<file path="config.mk">
export PLATFORM = sky130hd
export DESIGN_NAME = div_iter_flat
export DESIGN_NICKNAME = d
export VERILOG_FILES = /design/src/rtl/div_iter_if.sv /design/src/rtl/div_iter.sv /design/src/flat_wrapper.sv
export SDC_FILE = /design/constraint.sdc
export NUM_CORES = 1
export LEC_CHECK = 0
export BUFFER_PORTS_ARGS = -buffer_cell sky130_fd_sc_hd__buf_2
export CORE_MARGIN = 1
export CORE_UTILIZATION = 30
export CTS_CLUSTER_DIAMETER = 100
export DETAILED_ROUTE_END_ITERATION = 8
export HOLD_SLACK_MARGIN = 0.12
export PLACE_DENSITY_LB_ADDON = 0.05
export SYNTH_ARGS = -nofsm -noshare
export SYNTH_HDL_FRONTEND = slang
export SYNTH_SLANG_ARGS = --single-unit
</file>
<file path="constraint.sdc">
create_clock -name clk -period 2.9 [get_ports clk]
set_input_delay 0.58 -clock clk [delete_from_list [all_inputs] [get_ports clk]]
set_output_delay 0.58 -clock clk [all_outputs]
set_load 0.03 [all_outputs]
</file>
<file path="src/rtl/div_iter_if.sv">
// Request/response bundle between the execute stage and the iterative divider.
// The master side is the execute stage; the slave side is the divider.
interface div_iter_if;
    logic [66:0] es_to_div_bus;
    logic [32:0] div_to_es_bus;

    modport master (
        output es_to_div_bus,
        input  div_to_es_bus
    );

    modport slave (
        input  es_to_div_bus,
        output div_to_es_bus
    );
endinterface

</file>
<file path="src/rtl/div_iter.sv">
// Iterative radix-2 restoring divider returning quotient or remainder, 34 cycles from start.
// No backpressure: the result is held and div_ok stays high while the same request is presented.
module div_iter #(
    parameter int XLEN = 32
) (
    input  logic      clk,
    input  logic      reset,
    input  logic      flush,
    div_iter_if.slave bus
);
    localparam int CNT_W = $clog2(XLEN);

    typedef struct packed {
        logic            start;
        logic            use_mod;
        logic            is_unsigned;
        logic [XLEN-1:0] src1;
        logic [XLEN-1:0] src2;
    } req_t;

    typedef struct packed {
        logic            use_mod;
        logic            is_unsigned;
        logic [XLEN-1:0] src1;
        logic [XLEN-1:0] src2;
    } tuple_t;

    typedef enum logic [1:0] {
        IDLE = 2'd0,
        BUSY = 2'd1,
        SIGN = 2'd2,
        DONE = 2'd3
    } state_t;

    req_t             req;
    tuple_t           cur;
    tuple_t           lat;
    state_t           state;
    logic [CNT_W-1:0] cnt;
    logic [XLEN-1:0]  work;
    logic [XLEN-1:0]  rem;
    logic [XLEN-1:0]  dvs_abs;
    logic [XLEN-1:0]  result;
    logic [XLEN:0]    rem_sh;
    logic [XLEN-1:0]  rem_next;
    logic             q_bit;
    logic             match;
    logic             accept;
    logic             div_ok;
    logic             q_neg;
    logic             r_neg;
    logic [XLEN-1:0]  quo_fix;
    logic [XLEN-1:0]  rem_fix;
    logic [XLEN-1:0]  sign_res;

    function automatic logic [XLEN-1:0] abs_val(input logic [XLEN-1:0] v, input logic uns);
        return (!uns && v[XLEN-1]) ? -v : v;
    endfunction

    assign req   = bus.es_to_div_bus;
    assign cur   = {req.use_mod, req.is_unsigned, req.src1, req.src2};
    assign match = (cur == lat);

    // work starts as |dividend| and is shifted out MSB first while quotient bits shift in at the LSB
    assign rem_sh   = {rem, work[XLEN-1]};
    assign q_bit    = (rem_sh >= {1'b0, dvs_abs});
    assign rem_next = q_bit ? (rem_sh[XLEN-1:0] - dvs_abs) : rem_sh[XLEN-1:0];

    always_comb begin
        q_neg   = !lat.is_unsigned && (lat.src1[XLEN-1] ^ lat.src2[XLEN-1]);
        r_neg   = !lat.is_unsigned && lat.src1[XLEN-1];
        quo_fix = q_neg ? -work : work;
        rem_fix = r_neg ? -rem : rem;
        if (lat.src2 == '0) begin
            quo_fix = '1;
            rem_fix = lat.src1;
        end
        sign_res = lat.use_mod ? rem_fix : quo_fix;
    end

    // A differing tuple in DONE restarts exactly like an accept from IDLE
    assign accept = req.start && !flush && ((state == IDLE) || ((state == DONE) && !match));

    always_ff @(posedge clk) begin
        if (reset) begin
            state   <= IDLE;
            cnt     <= '0;
            lat     <= '0;
            result  <= '0;
            rem     <= '0;
            work    <= '0;
            dvs_abs <= '0;
        end else if (flush) begin
            state <= IDLE;
        end else if (accept) begin
            lat     <= cur;
            work    <= abs_val(req.src1, req.is_unsigned);
            dvs_abs <= abs_val(req.src2, req.is_unsigned);
            rem     <= '0;
            cnt     <= '0;
            state   <= BUSY;
        end else begin
            case (state)
                IDLE: state <= IDLE;
                BUSY: begin
                    if (!req.start) begin
                        state <= IDLE;
                    end else begin
                        rem  <= rem_next;
                        work <= {work[XLEN-2:0], q_bit};
                        cnt  <= cnt + CNT_W'(1);
                        if (cnt == CNT_W'(XLEN - 1)) begin
                            state <= SIGN;
                        end
                    end
                end
                SIGN: begin
                    if (!req.start) begin
                        state <= IDLE;
                    end else begin
                        result <= sign_res;
                        state  <= DONE;
                    end
                end
                DONE: begin
                    if (!req.start) begin
                        state <= IDLE;
                    end
                end
                default: state <= IDLE;
            endcase
        end
    end

    assign div_ok            = (state == DONE) && req.start && match;
    assign bus.div_to_es_bus = {result, div_ok};

endmodule

</file>
<file path="src/flat_wrapper.sv">
// flat-port wrapper written by rule: the top's interface ports become plain ports
module div_iter_flat 
#(
    parameter int XLEN = 32
)
  (clk, reset, flush, bus_es_to_div_bus, bus_div_to_es_bus);
  div_iter_if bus_i ();
  input  logic clk;
  input  logic reset;
  input  logic flush;
  input wire logic [$bits(bus_i.es_to_div_bus)-1:0] bus_es_to_div_bus;
  output wire logic [$bits(bus_i.div_to_es_bus)-1:0] bus_div_to_es_bus;
  assign bus_i.es_to_div_bus = bus_es_to_div_bus;
  assign bus_div_to_es_bus = bus_i.div_to_es_bus;
  div_iter #(.XLEN(XLEN)) u_core (.clk(clk), .reset(reset), .flush(flush), .bus(bus_i));
endmodule
</file>
==> reports/results.ini <==
[status]
status=finished with violations
violations=setup timing

[synth]
ys_seq_elements=200
synthXorXnorAreaFrac=0.1294
synth_top_family_by_area=compound AO/OA/AOI/OAI gates
yosysUniqueCellTypes=84
synth_compound_area_frac=0.2273
synth_area_mm2=0.01401
syn_inst=1771
yosys.area_share.simple=0.1996
synth_ff_type=dfxtp_1
synth_fa_ha_area_frac=0.03895
syn_nets=1884
yosysSeqAreaShare=0.2859
async_flop_share=0
muxShareOfSynthArea=0.05789
avgSynthCellArea_um2=7.908
synth_edf_count=0
ys_warn_count=0

[timing]
fin_crit_sh=1.059
tightest_slew_ps=858.2
maxSlewHeadroom=0.4279
setup_viol=1
rsz0062_at_grt=true
min_period_ps=3072
setup_ws_ps=-172.3
slew_violations=0
hold_viol=0
fmax_ghz=0.3255
finalClockSkew_ps=14.88

[clocking]
cts_sinks=200
clk_pin_slew_ps=80
clockBufferDepth=2
worstSkewPairLatency_ps=510
cts_made_buffers=17
cts_tree=done
cts_root_buf=clkbuf_16
ctsHoldBuffers=0
htree_levels=4

[routing]
finalWirelength_mm=59.93
via_per_inst=5.387
dr.pass1.iters=7
antenna_left=0
drc=0
post_drt_wl_per_cell_um=22.54
drt_iter0_markers=1242
routed-via-count=14320

[critical_path]
slowest_delay_ps=330
crit_path_end_kind=output port
setup.worst_path.start=u_core.lat[0]
crit_type=flop to output port
worstPathCellList=buf_4 -> xor2_2 -> nor4_4 -> nand3_2 -> nor4_4 -> buf_12 -> and4_4 -> buf_6
r2r-start=u_core.dvs_abs[1]
required_ps=2320
start_kind=flop
cp_num_buf_inv=3
critPathMaxFanout=3
crit_family=simple AND/OR/NAND/NOR gates
cpMostUsedCell=nor4_4
slowest_stage=dfxtp_1
arrival_ps=2490

[place]
place.port_buffers=102
post-dp-hpwl_mm=46.28
dp.cells=2601
dpl-instance-area_mm2=0.01684
gp_congestion=0.9187

[floorplan]
die_y_um=218.1
ios=103
coreArea_mm2=0.04567
rows=78
dieArea_mm2=0.04755
start_util=0.3067
die_w_um=218.1

[final_layout]
area_delta_synth_final_pct=30.33
fin_nets=2159
antenna_cells=0
mostFrequentLayoutCells=buf_4, nor2_1, dfxtp_1
fin_cells=2659
drive_gt1_frac=0.2632
final_area_mm2=0.01825
final_common_cell=buf_4

[global_route]
gr-total-overflow=0
gr-usage-all-layers=0.2519
grt_max_degree=68
grt_first_pass_wirelength_mm=88.31
grt_pass1_vias=13580
antenna_found_initial=0

[power_and_ir_drop]
p_per_area_mw_per_mm2=413.3
max-vdd-ir-drop_mv=0.3262
share_seq_of_total_power=0.395
p_comb_frac=0.256
p_sw_frac=0.3332
clock_power_share=0.350
p_int_w=0.005031
p_leak_nw=7.474
switching_power_w=0.002513

[hold_path]
worstHoldStart=bus_es_to_div_bus[65]
hold_class=input pin to flop

[run]
max-cap-violations=0

metrics by stage:
step	utilization	power [W]	worst slack [ps]	hold slack (ps)	setup TNS [ps]
floorplan	-	0.004001	132.2	453.9	0
finish	0.3997	0.007544	-172.3	378.0	-172.3
CTS	0.3871	0.007508	-262.6	333.7	-310.9
global placement	0.3687	0.004807	-778.3	444.2	-101350
global route	0.3997	0.007860	-266.5	359.0	-427.4
detailed placement	0.3687	0.004807	-808.6	446.5	-107890
kinds of logic after synthesis:
| logic type | after synthesis |
|---|---|
| flip-flops | 200 |
| adder cells (fa/ha/maj) | 43 |
| AO/OA/AOI/OAI | 469 |
| XOR/XNOR | 207 |
| buffers and inverters | 207 |
| AND/OR/NAND/NOR | 564 |
| multiplexers | 81 |
timing repair:
item                                    in CTS  in global routing
endpoints found under the setup margin     201                107
pin swaps                                   11                 23
cloned                                       2                  3
resized for setup                           31                 88
setup buffers                                3                 18
layer usage:
metal  track usage  part of all wire  up-vias
li1              -                 -     6943
met1        0.3667              0.50     6968
met2        0.3806              0.43      354
met3       0.03891             0.047       59
met4       0.06760             0.021        0
met5             0                 0        -
synth_stat cells (6+ instances only):
| cell type | instances | share of area |
|---|---|---|
| dfxtp_1 | 200 | 0.29 |
| nor2_1 | 184 | 0.049 |
| a21oi_1 | 139 | 0.050 |
| nand2_1 | 131 | 0.035 |
| xor2_1 | 127 | 0.079 |
| clkbuf_1 | 90 | 0.024 |
| inv_1 | 81 | 0.022 |
| mux2i_1 | 81 | 0.058 |
| xnor2_1 | 80 | 0.050 |
| o21ai_0 | 76 | 0.027 |
| nor3_1 | 52 | 0.019 |
| ha_1 | 42 | 0.038 |
| nor4_1 | 40 | 0.018 |
| a211oi_1 | 34 | 0.018 |
| a22oi_1 | 28 | 0.015 |
| buf_2 | 26 | 0.0093 |
| nand3_1 | 26 | 0.0093 |
| nand4_1 | 24 | 0.011 |
| o31ai_1 | 20 | 0.011 |
| a31oi_1 | 19 | 0.0085 |
| o211ai_1 | 19 | 0.010 |
| and3_1 | 15 | 0.0067 |
| nand2b_1 | 13 | 0.0058 |
| a221o_1 | 12 | 0.0086 |
| a211o_1 | 10 | 0.0063 |
| a21o_1 | 10 | 0.0054 |
| a221oi_1 | 10 | 0.0063 |
| o32ai_1 | 10 | 0.0063 |
| or3_1 | 10 | 0.0045 |
| nor2b_1 | 9 | 0.0040 |
| or4_1 | 9 | 0.0048 |
| and2_1 | 8 | 0.0036 |
| o21a_1 | 7 | 0.0038 |
| or2_2 | 7 | 0.0031 |
| a41oi_1 | 6 | 0.0038 |
| o2111ai_1 | 6 | 0.0038 |
| o41ai_1 | 6 | 0.0038 |
worst register-to-register path, stage by stage (launching register included):
cell	delay [ps]
dfxtp_2	340
inv_2	80
ha_4	290
nand2b_4	50
a211o_1	320
a32oi_2	280
buf_4	190
a2111oi_4	70
o31a_1	350
buf_4	160
o311ai_0	470
a211o_1	210
area by class of cell:
class / count / area (um^2)
Clock buffer: 22 / 484.2
Clock inverter: 10 / 133.9
Fill cell: 4753 / 27420
Inverter: 81 / 304.0
Multi-Input combinational cell: 1364 / 9633
Sequential cell: 200 / 4040
Tap cell: 600 / 750.7
Timing Repair Buffer: 382 / 2908
worst paths after layout:
check	endpoint	slack, ps	depth (start not counted)
worst max-delay path	bus_div_to_es_bus[0]	-170	8
worst min register to register	u_core.result[17]	450	2
worst max register to register	u_core.rem[25]	40	11
worst min-delay path	u_core.lat[65]	380	3
flip-flops by register name (all words and copies together), names as in the netlist:
| register | flops |
|---|---|
| u_core.state | 2 |
| u_core.dvs_abs | 31 |
| u_core.rem | 32 |
| u_core.lat | 66 |
| u_core.cnt | 5 |
| u_core.result | 32 |
| u_core.work | 32 |
power by group through the flow:
stage          sequential (W)  combinational, W  clock [W]
6_report              0.00298           0.00193    0.00264
5_1_grt               0.00299           0.00208    0.00279
4_1_cts               0.00297           0.00183    0.00271
3_5_place_dp          0.00303           0.00177          0
3_3_place_gp          0.00303           0.00178          0
2_1_floorplan         0.00298           0.00102          0
No activity file was read; power rests on OpenSTA's default activity.
